## src/rtl/fgen_sweep_sched_if.sv

```systemverilog
// rtl/fgen_sweep_sched_if.sv - host configuration request channel for the sweep scheduler
interface fgen_sweep_sched_if #(
   parameter int CNT_W = 32
);
   logic             host_valid;
   logic             host_ready;
   logic [2:0]       host_sig_type;
   logic [CNT_W-1:0] host_count;
   logic [7:0]       host_duty;
   logic [15:0]      host_pattern;

   modport master (
      output host_valid, host_sig_type, host_count, host_duty, host_pattern,
      input  host_ready
   );

   modport slave (
      input  host_valid, host_sig_type, host_count, host_duty, host_pattern,
      output host_ready
   );
endinterface

```

## src/rtl/fgen_sweep_sched.sv

```systemverilog
// rtl/fgen_sweep_sched.sv - arbitrates host config writes against a count sweep and range-checks both
module fgen_sweep_sched #(
   parameter int CNT_W     = 32,
   parameter int SINE_MAX  = 9999,
   parameter int SQPWM_MAX = 499999,
   parameter int PAT_MAX   = 62499
) (
   input  logic             clk,
   input  logic             rst_n,
   fgen_sweep_sched_if.slave host,
   input  logic             sweep_start,
   input  logic             sweep_abort,
   input  logic [CNT_W-1:0] sw_start_cnt,
   input  logic [CNT_W-1:0] sw_stop_cnt,
   input  logic [CNT_W-1:0] sw_step,
   input  logic [CNT_W-1:0] sw_dwell,
   output logic [2:0]       sig_type,
   output logic [CNT_W-1:0] set_count,
   output logic [7:0]       duty_cycle,
   output logic [15:0]      pattern,
   output logic             cfg_update,
   output logic             busy,
   output logic             sweep_done,
   output logic             err_range
);
   typedef enum logic [1:0] {S_IDLE, S_DWELL, S_STEP} state_t;

   state_t           state_q;
   logic [CNT_W-1:0] dcnt_q;
   logic [2:0]       sig_type_q;
   logic [CNT_W-1:0] set_count_q;
   logic [7:0]       duty_q;
   logic [15:0]      pattern_q;
   logic             cfg_update_q;
   logic             busy_q;
   logic             sweep_done_q;
   logic             err_range_q;

   // Caller guarantees t <= 4; illegal types are filtered separately.
   function automatic logic [CNT_W-1:0] lim(input logic [2:0] t);
      case (t)
         3'd0, 3'd1: lim = CNT_W'(SINE_MAX);
         3'd2, 3'd3: lim = CNT_W'(SQPWM_MAX);
         default:    lim = CNT_W'(PAT_MAX);
      endcase
   endfunction

   logic             host_legal;
   logic             sweep_ok;
   logic [CNT_W:0]   nxt_d;
   logic [CNT_W-1:0] dwell_eff;

   assign host_legal = (host.host_sig_type <= 3'd4) &&
                       (host.host_count <= lim(host.host_sig_type));
   assign sweep_ok   = (sw_step != '0) && (sw_start_cnt <= sw_stop_cnt) &&
                       (sw_stop_cnt <= lim(sig_type_q));
   assign nxt_d      = {1'b0, set_count_q} + {1'b0, sw_step};
   assign dwell_eff  = (sw_dwell == '0) ? CNT_W'(1) : sw_dwell;

   always_ff @(posedge clk) begin
      if (!rst_n) begin
         state_q      <= S_IDLE;
         dcnt_q       <= '0;
         sig_type_q   <= '0;
         set_count_q  <= CNT_W'(999);
         duty_q       <= '0;
         pattern_q    <= '0;
         cfg_update_q <= 1'b0;
         busy_q       <= 1'b0;
         sweep_done_q <= 1'b0;
         err_range_q  <= 1'b0;
      end else begin
         cfg_update_q <= 1'b0;
         sweep_done_q <= 1'b0;
         err_range_q  <= 1'b0;
         case (state_q)
            S_IDLE: begin
               if (host.host_valid) begin
                  if (host_legal) begin
                     sig_type_q   <= host.host_sig_type;
                     set_count_q  <= host.host_count;
                     duty_q       <= host.host_duty;
                     pattern_q    <= host.host_pattern;
                     cfg_update_q <= 1'b1;
                  end else begin
                     err_range_q  <= 1'b1;
                  end
               end else if (sweep_start) begin
                  if (sweep_ok) begin
                     set_count_q  <= sw_start_cnt;
                     cfg_update_q <= 1'b1;
                     busy_q       <= 1'b1;
                     dcnt_q       <= CNT_W'(1);
                     state_q      <= S_DWELL;
                  end else begin
                     err_range_q  <= 1'b1;
                  end
               end
            end
            // dcnt_q counts the clocks the current count has been visible, starting at 1.
            S_DWELL: begin
               if (sweep_abort) begin
                  busy_q  <= 1'b0;
                  dcnt_q  <= '0;
                  state_q <= S_IDLE;
               end else if (dcnt_q >= dwell_eff) begin
                  state_q <= S_STEP;
               end else begin
                  dcnt_q  <= dcnt_q + CNT_W'(1);
               end
            end
            S_STEP: begin
               if (sweep_abort) begin
                  busy_q  <= 1'b0;
                  dcnt_q  <= '0;
                  state_q <= S_IDLE;
               end else if (nxt_d[CNT_W] || (nxt_d[CNT_W-1:0] > sw_stop_cnt)) begin
                  sweep_done_q <= 1'b1;
                  busy_q       <= 1'b0;
                  dcnt_q       <= '0;
                  state_q      <= S_IDLE;
               end else begin
                  set_count_q  <= nxt_d[CNT_W-1:0];
                  cfg_update_q <= 1'b1;
                  dcnt_q       <= CNT_W'(1);
                  state_q      <= S_DWELL;
               end
            end
            default: state_q <= S_IDLE;
         endcase
      end
   end

   assign host.host_ready = (state_q == S_IDLE);
   assign sig_type        = sig_type_q;
   assign set_count       = set_count_q;
   assign duty_cycle      = duty_q;
   assign pattern         = pattern_q;
   assign cfg_update      = cfg_update_q;
   assign busy            = busy_q;
   assign sweep_done      = sweep_done_q;
   assign err_range       = err_range_q;
endmodule

```

## src/flat_wrapper.sv

```systemverilog
// flat-port wrapper written by rule: the top's interface ports become plain ports
module fgen_sweep_sched_flat 
#(
   parameter int CNT_W     = 32,
   parameter int SINE_MAX  = 9999,
   parameter int SQPWM_MAX = 499999,
   parameter int PAT_MAX   = 62499
)
  (clk, rst_n, sweep_start, sweep_abort, sw_start_cnt, sw_stop_cnt, sw_step, sw_dwell, sig_type, set_count, duty_cycle, pattern, cfg_update, busy, sweep_done, err_range, host_host_valid, host_host_sig_type, host_host_count, host_host_duty, host_host_pattern, host_host_ready);
  fgen_sweep_sched_if #(.CNT_W(CNT_W)) host_i ();
  input  logic clk;
  input  logic rst_n;
  input  logic sweep_start;
  input  logic sweep_abort;
  input  logic [CNT_W-1:0] sw_start_cnt;
  input  logic [CNT_W-1:0] sw_stop_cnt;
  input  logic [CNT_W-1:0] sw_step;
  input  logic [CNT_W-1:0] sw_dwell;
  output logic [2:0] sig_type;
  output logic [CNT_W-1:0] set_count;
  output logic [7:0] duty_cycle;
  output logic [15:0] pattern;
  output logic cfg_update;
  output logic busy;
  output logic sweep_done;
  output logic err_range;
  input wire logic [$bits(host_i.host_valid)-1:0] host_host_valid;
  input wire logic [$bits(host_i.host_sig_type)-1:0] host_host_sig_type;
  input wire logic [$bits(host_i.host_count)-1:0] host_host_count;
  input wire logic [$bits(host_i.host_duty)-1:0] host_host_duty;
  input wire logic [$bits(host_i.host_pattern)-1:0] host_host_pattern;
  output wire logic [$bits(host_i.host_ready)-1:0] host_host_ready;
  assign host_i.host_valid = host_host_valid;
  assign host_i.host_sig_type = host_host_sig_type;
  assign host_i.host_count = host_host_count;
  assign host_i.host_duty = host_host_duty;
  assign host_i.host_pattern = host_host_pattern;
  assign host_host_ready = host_i.host_ready;
  fgen_sweep_sched #(.CNT_W(CNT_W), .SINE_MAX(SINE_MAX), .SQPWM_MAX(SQPWM_MAX), .PAT_MAX(PAT_MAX)) u_core (.clk(clk), .rst_n(rst_n), .host(host_i), .sweep_start(sweep_start), .sweep_abort(sweep_abort), .sw_start_cnt(sw_start_cnt), .sw_stop_cnt(sw_stop_cnt), .sw_step(sw_step), .sw_dwell(sw_dwell), .sig_type(sig_type), .set_count(set_count), .duty_cycle(duty_cycle), .pattern(pattern), .cfg_update(cfg_update), .busy(busy), .sweep_done(sweep_done), .err_range(err_range));
endmodule
```

## config.mk

```make
export PLATFORM = sky130hd
export DESIGN_NAME = fgen_sweep_sched_flat
export DESIGN_NICKNAME = d
export VERILOG_FILES = /design/src/rtl/fgen_sweep_sched_if.sv /design/src/rtl/fgen_sweep_sched.sv /design/src/flat_wrapper.sv
export SDC_FILE = /design/constraint.sdc
export NUM_CORES = 1
export LEC_CHECK = 0
export CORE_UTILIZATION = 45
export CTS_CLUSTER_SIZE = 30
export DETAILED_ROUTE_END_ITERATION = 7
export HOLD_SLACK_MARGIN = 0.15
export PLACE_DENSITY = 0.82
export SLEW_MARGIN = 0
export SYNTH_ARGS = -nofsm -noshare
export SYNTH_HDL_FRONTEND = slang
export SYNTH_SLANG_ARGS = --single-unit
export TNS_END_PERCENT = 100
```

## constraint.sdc

```tcl
create_clock -name clk -period 7 [get_ports clk]
set_clock_uncertainty 0.2 [all_clocks]
set_input_delay 2.1 -clock clk [delete_from_list [all_inputs] [get_ports clk]]
set_output_delay 2.1 -clock clk [all_outputs]
set_load 0.02 [all_outputs]
```

==> impl_metrics.toml <==
[outcome]
status = "finished clean"

[place]
io_buffers = 255
routabilityCongestion = 0.960
dp_hpwl_um = 27000
dp_worst_setup_slack_ps = -634

[detailed_routing]
wl_um = 34100
vias = 10988
firstDrtPassIters = 5
wl_met2_um = 16100
drt-met1-wl_um = 14200
drtIter0Drc = 708
top_layer_used = "met4"
route.detailed.drc = 0
ant_nets = 0
routed_via_density = 5.87
wl_met3_um = 2780
routedWlPerCell_um = 18.2

[grt]
grt_max_degree = 44
grt_pass1_wl_um = 52500
antenna_found_initial = 2
overflow = 0
first_global_vias = 10643
grt_usage_pct = 29.8

[worst_setup_path]
cp_max_fo = 4
path_class = "input pin to flip-flop"
cp_data_arrival_time_ps = 6830
cp.required_ps = 7000
startpoint_type = "input pin"
critPathCaptureType = "flip-flop"

[power_and_ir_drop]
power.leakage_nw = 6.36
pwr_density_cell_mw_per_mm2 = 130
vdd_drop_max_mv = 0.126
p_total_mw = 1.84

[synthesis]
netlist_instances = 1244
async_reset_ff_share_pct = 0
ys_seq_area_share_pct = 19.9
avgSynthCellArea_um2 = 7.85
synth_area_leaders = "ha_1 (20%), dfxtp_1 (20%), mux2i_1 (6.3%)"
synth_top_cell_by_area = "ha_1"
synth-edff-count = 0
synth_seq_cells = 97
synth_top_area_share_pct = 20.4
synth_nets = 1596
ys_types = 81
synthFlopType = "dfxtp_1"
syn_area_mm2 = 0.00977
ys.warnings.count = 0

[die]
dieArea_mm2 = 0.0223
row_count = 53
core_mm2 = 0.0212
die_w_um = 149
initial_core_util_pct = 46.2
die_y_um = 149
io_pins = 256

[cts]
root_buffer = "clkbuf_16"
path_clk_slew_ps = 80
cts_buffers = 9
insertion_delay_ps = 360
cts_tree = "done"
cts_sinks = 97
htreeDepth = 3
cts_buffer_depth = 2

[finish]
area_growth_pct = 44.6
multiInputGateArea_mm2 = 0.00758
nets = 1941
seq_area_mm2 = 0.00194
layout-drive-gt1-share_pct = 13.5
fillers = 1725

[sta]
hold_violations = 0
fin_ws_ps = 178
relSlewSlack_pct = 27.4
setup_viol = 0
fin_crit_ps = 6820
fmax_ghz = 0.147
fin_crit_sh_pct = 97.5
report.final.slew_viol_count = 0
tightestPinTransition_ps = 1080

[job]
drv_cap = 0

[hold_path]
min-delay-path-class = "flip-flop to flip-flop"
timing repair:
item | in CTS | in global routing
pin swaps | 5 | 25
setup endpoints to repair | 35 | 36
resized for setup | 12 | 65
setup buffers | 1 | 8
hold buffers | 0 | 0
cloned | 0 | 1
area by class of cell:
| cell class | count | share of cell area, % |
|---|---|---|
| Multi-Input combinational cell | 1002 | 53.7 |
| Timing Repair Buffer | 379 | 25.2 |
| Sequential cell | 97 | 13.8 |
| Inverter | 100 | 2.66 |
| Tap cell | 275 | 2.44 |
| Clock buffer | 9 | 1.59 |
| Clock inverter | 7 | 0.603 |
| Antenna cell | 2 | 0.0354 |
power breakdown:
| part | internal, mW | switching (mW) |
|---|---|---|
| clock | 0.285 | 0.249 |
| combinational | 0.368 | 0.357 |
| sequential | 0.564 | 0.0184 |
placed cells by master (no fill, tap or decap), types with 16 or more instances in the layout:
cell type | Yosys | final
a21o_1 | 42 | 42
a21oi_1 | 110 | 103
and3_1 | 16 | 16
buf_4 | 2 | 118
clkdlybuf4s50_1 | 0 | 234
dfxtp_1 | 97 | 97
dlymetal6s2s_1 | 0 | 20
ha_1 | 159 | 142
inv_1 | 99 | 98
mux2i_1 | 61 | 61
nand2_1 | 100 | 100
nand3_1 | 31 | 31
nand4_1 | 37 | 37
nor2_1 | 102 | 101
nor4_1 | 26 | 25
o211ai_1 | 36 | 36
o21ai_0 | 51 | 48
synth_stat cells, types with 14 or more instances:
master and count:
nand4_1 37, a21o_1 42, o21ai_0 51, nor2_1 102, nor4_1 26, o211ai_1 36
a21oi_1 110, dfxtp_1 97, clkbuf_1 30, nand3_1 31, mux2i_1 61, and3_1 16
ha_1 159, nor2b_1 15, nand2_1 100, inv_1 99, a31oi_1 15, o21a_1 14
a211oi_1 18, xnor2_1 15
sequential cells by signal, indices dropped and copies added, names as in the netlist:
signal / flops
u_core.set_count: 32
u_core.pattern: 16
u_core.cfg_update: 1
u_core.err_range: 1
u_core.sweep_done: 1
u_core.duty_cycle: 8
u_core.state_q: 2
u_core.dcnt_q: 32
u_core.busy: 1
u_core.sig_type: 3
worst max-delay path, cell delays in order:
cell and delay, ps:
clkdlybuf4s50_1 450, ha_1 330, nand2_1 120, a211oi_2 70
o21a_1 140, o311ai_2 280, buf_4 180, a21oi_2 70
o41a_1 430, o21a_1 190, nor2_1 120, xnor2_1 80
ha_1 300, nand4_1 120, buf_4 180, or3_1 370
o211a_1 240, o22ai_2 210, nor3_2 90, o22a_2 300
buf_6 140, buf_4 140, o211ai_1 90, a21oi_1 90
path summary, 6_finish.rpt:
kind	start	end	slack, ps	depth (start not counted)
min	u_core.duty_cycle[4]	u_core.duty_cycle[4]	300	2
max reg2reg	u_core.set_count[1]	u_core.set_count[21]	1710	23
min reg2reg	u_core.duty_cycle[4]	u_core.duty_cycle[4]	300	2
max	sw_step[7]	u_core.set_count[21]	180	24
metal layers:
layer | up-vias | global-route usage (%)
met3 | 78 | 5.57
met1 | 5093 | 36.8
met2 | 491 | 50.2
met5 | - | 0
met4 | 0 | 13.2
li1 | 5326 | -
cell families after synthesis:
| kind of cell | Yosys count | synth area share [%] |
|---|---|---|
| compound gates | 358 | 24.3 |
| xor+xnor | 22 | 1.97 |
| fa+ha+maj | 160 | 20.6 |
| buf+inv | 145 | 5.99 |
| flops | 97 | 19.9 |
| mux | 63 | 6.48 |
| simple gates | 399 | 20.8 |
per-stage QoR:
stage | util [%] | hold slack (ps) | std cells | setup TNS (ps) | area (µm²)
2_1_floorplan | - | 262 | 1244 | 0 | 9770
6_report | 66.8 | 301 | 1871 | 0 | 14100
3_5_place_dp | 63.0 | 285 | 1843 | -19490 | 13300
4_1_cts | 64.8 | 308 | 1860 | 0 | 13700
3_3_place_gp | 63.0 | 271 | 1843 | -14780 | 13300
5_1_grt | 66.7 | 323 | 1870 | -136 | 14100
(Power assumes the default switching activity.)
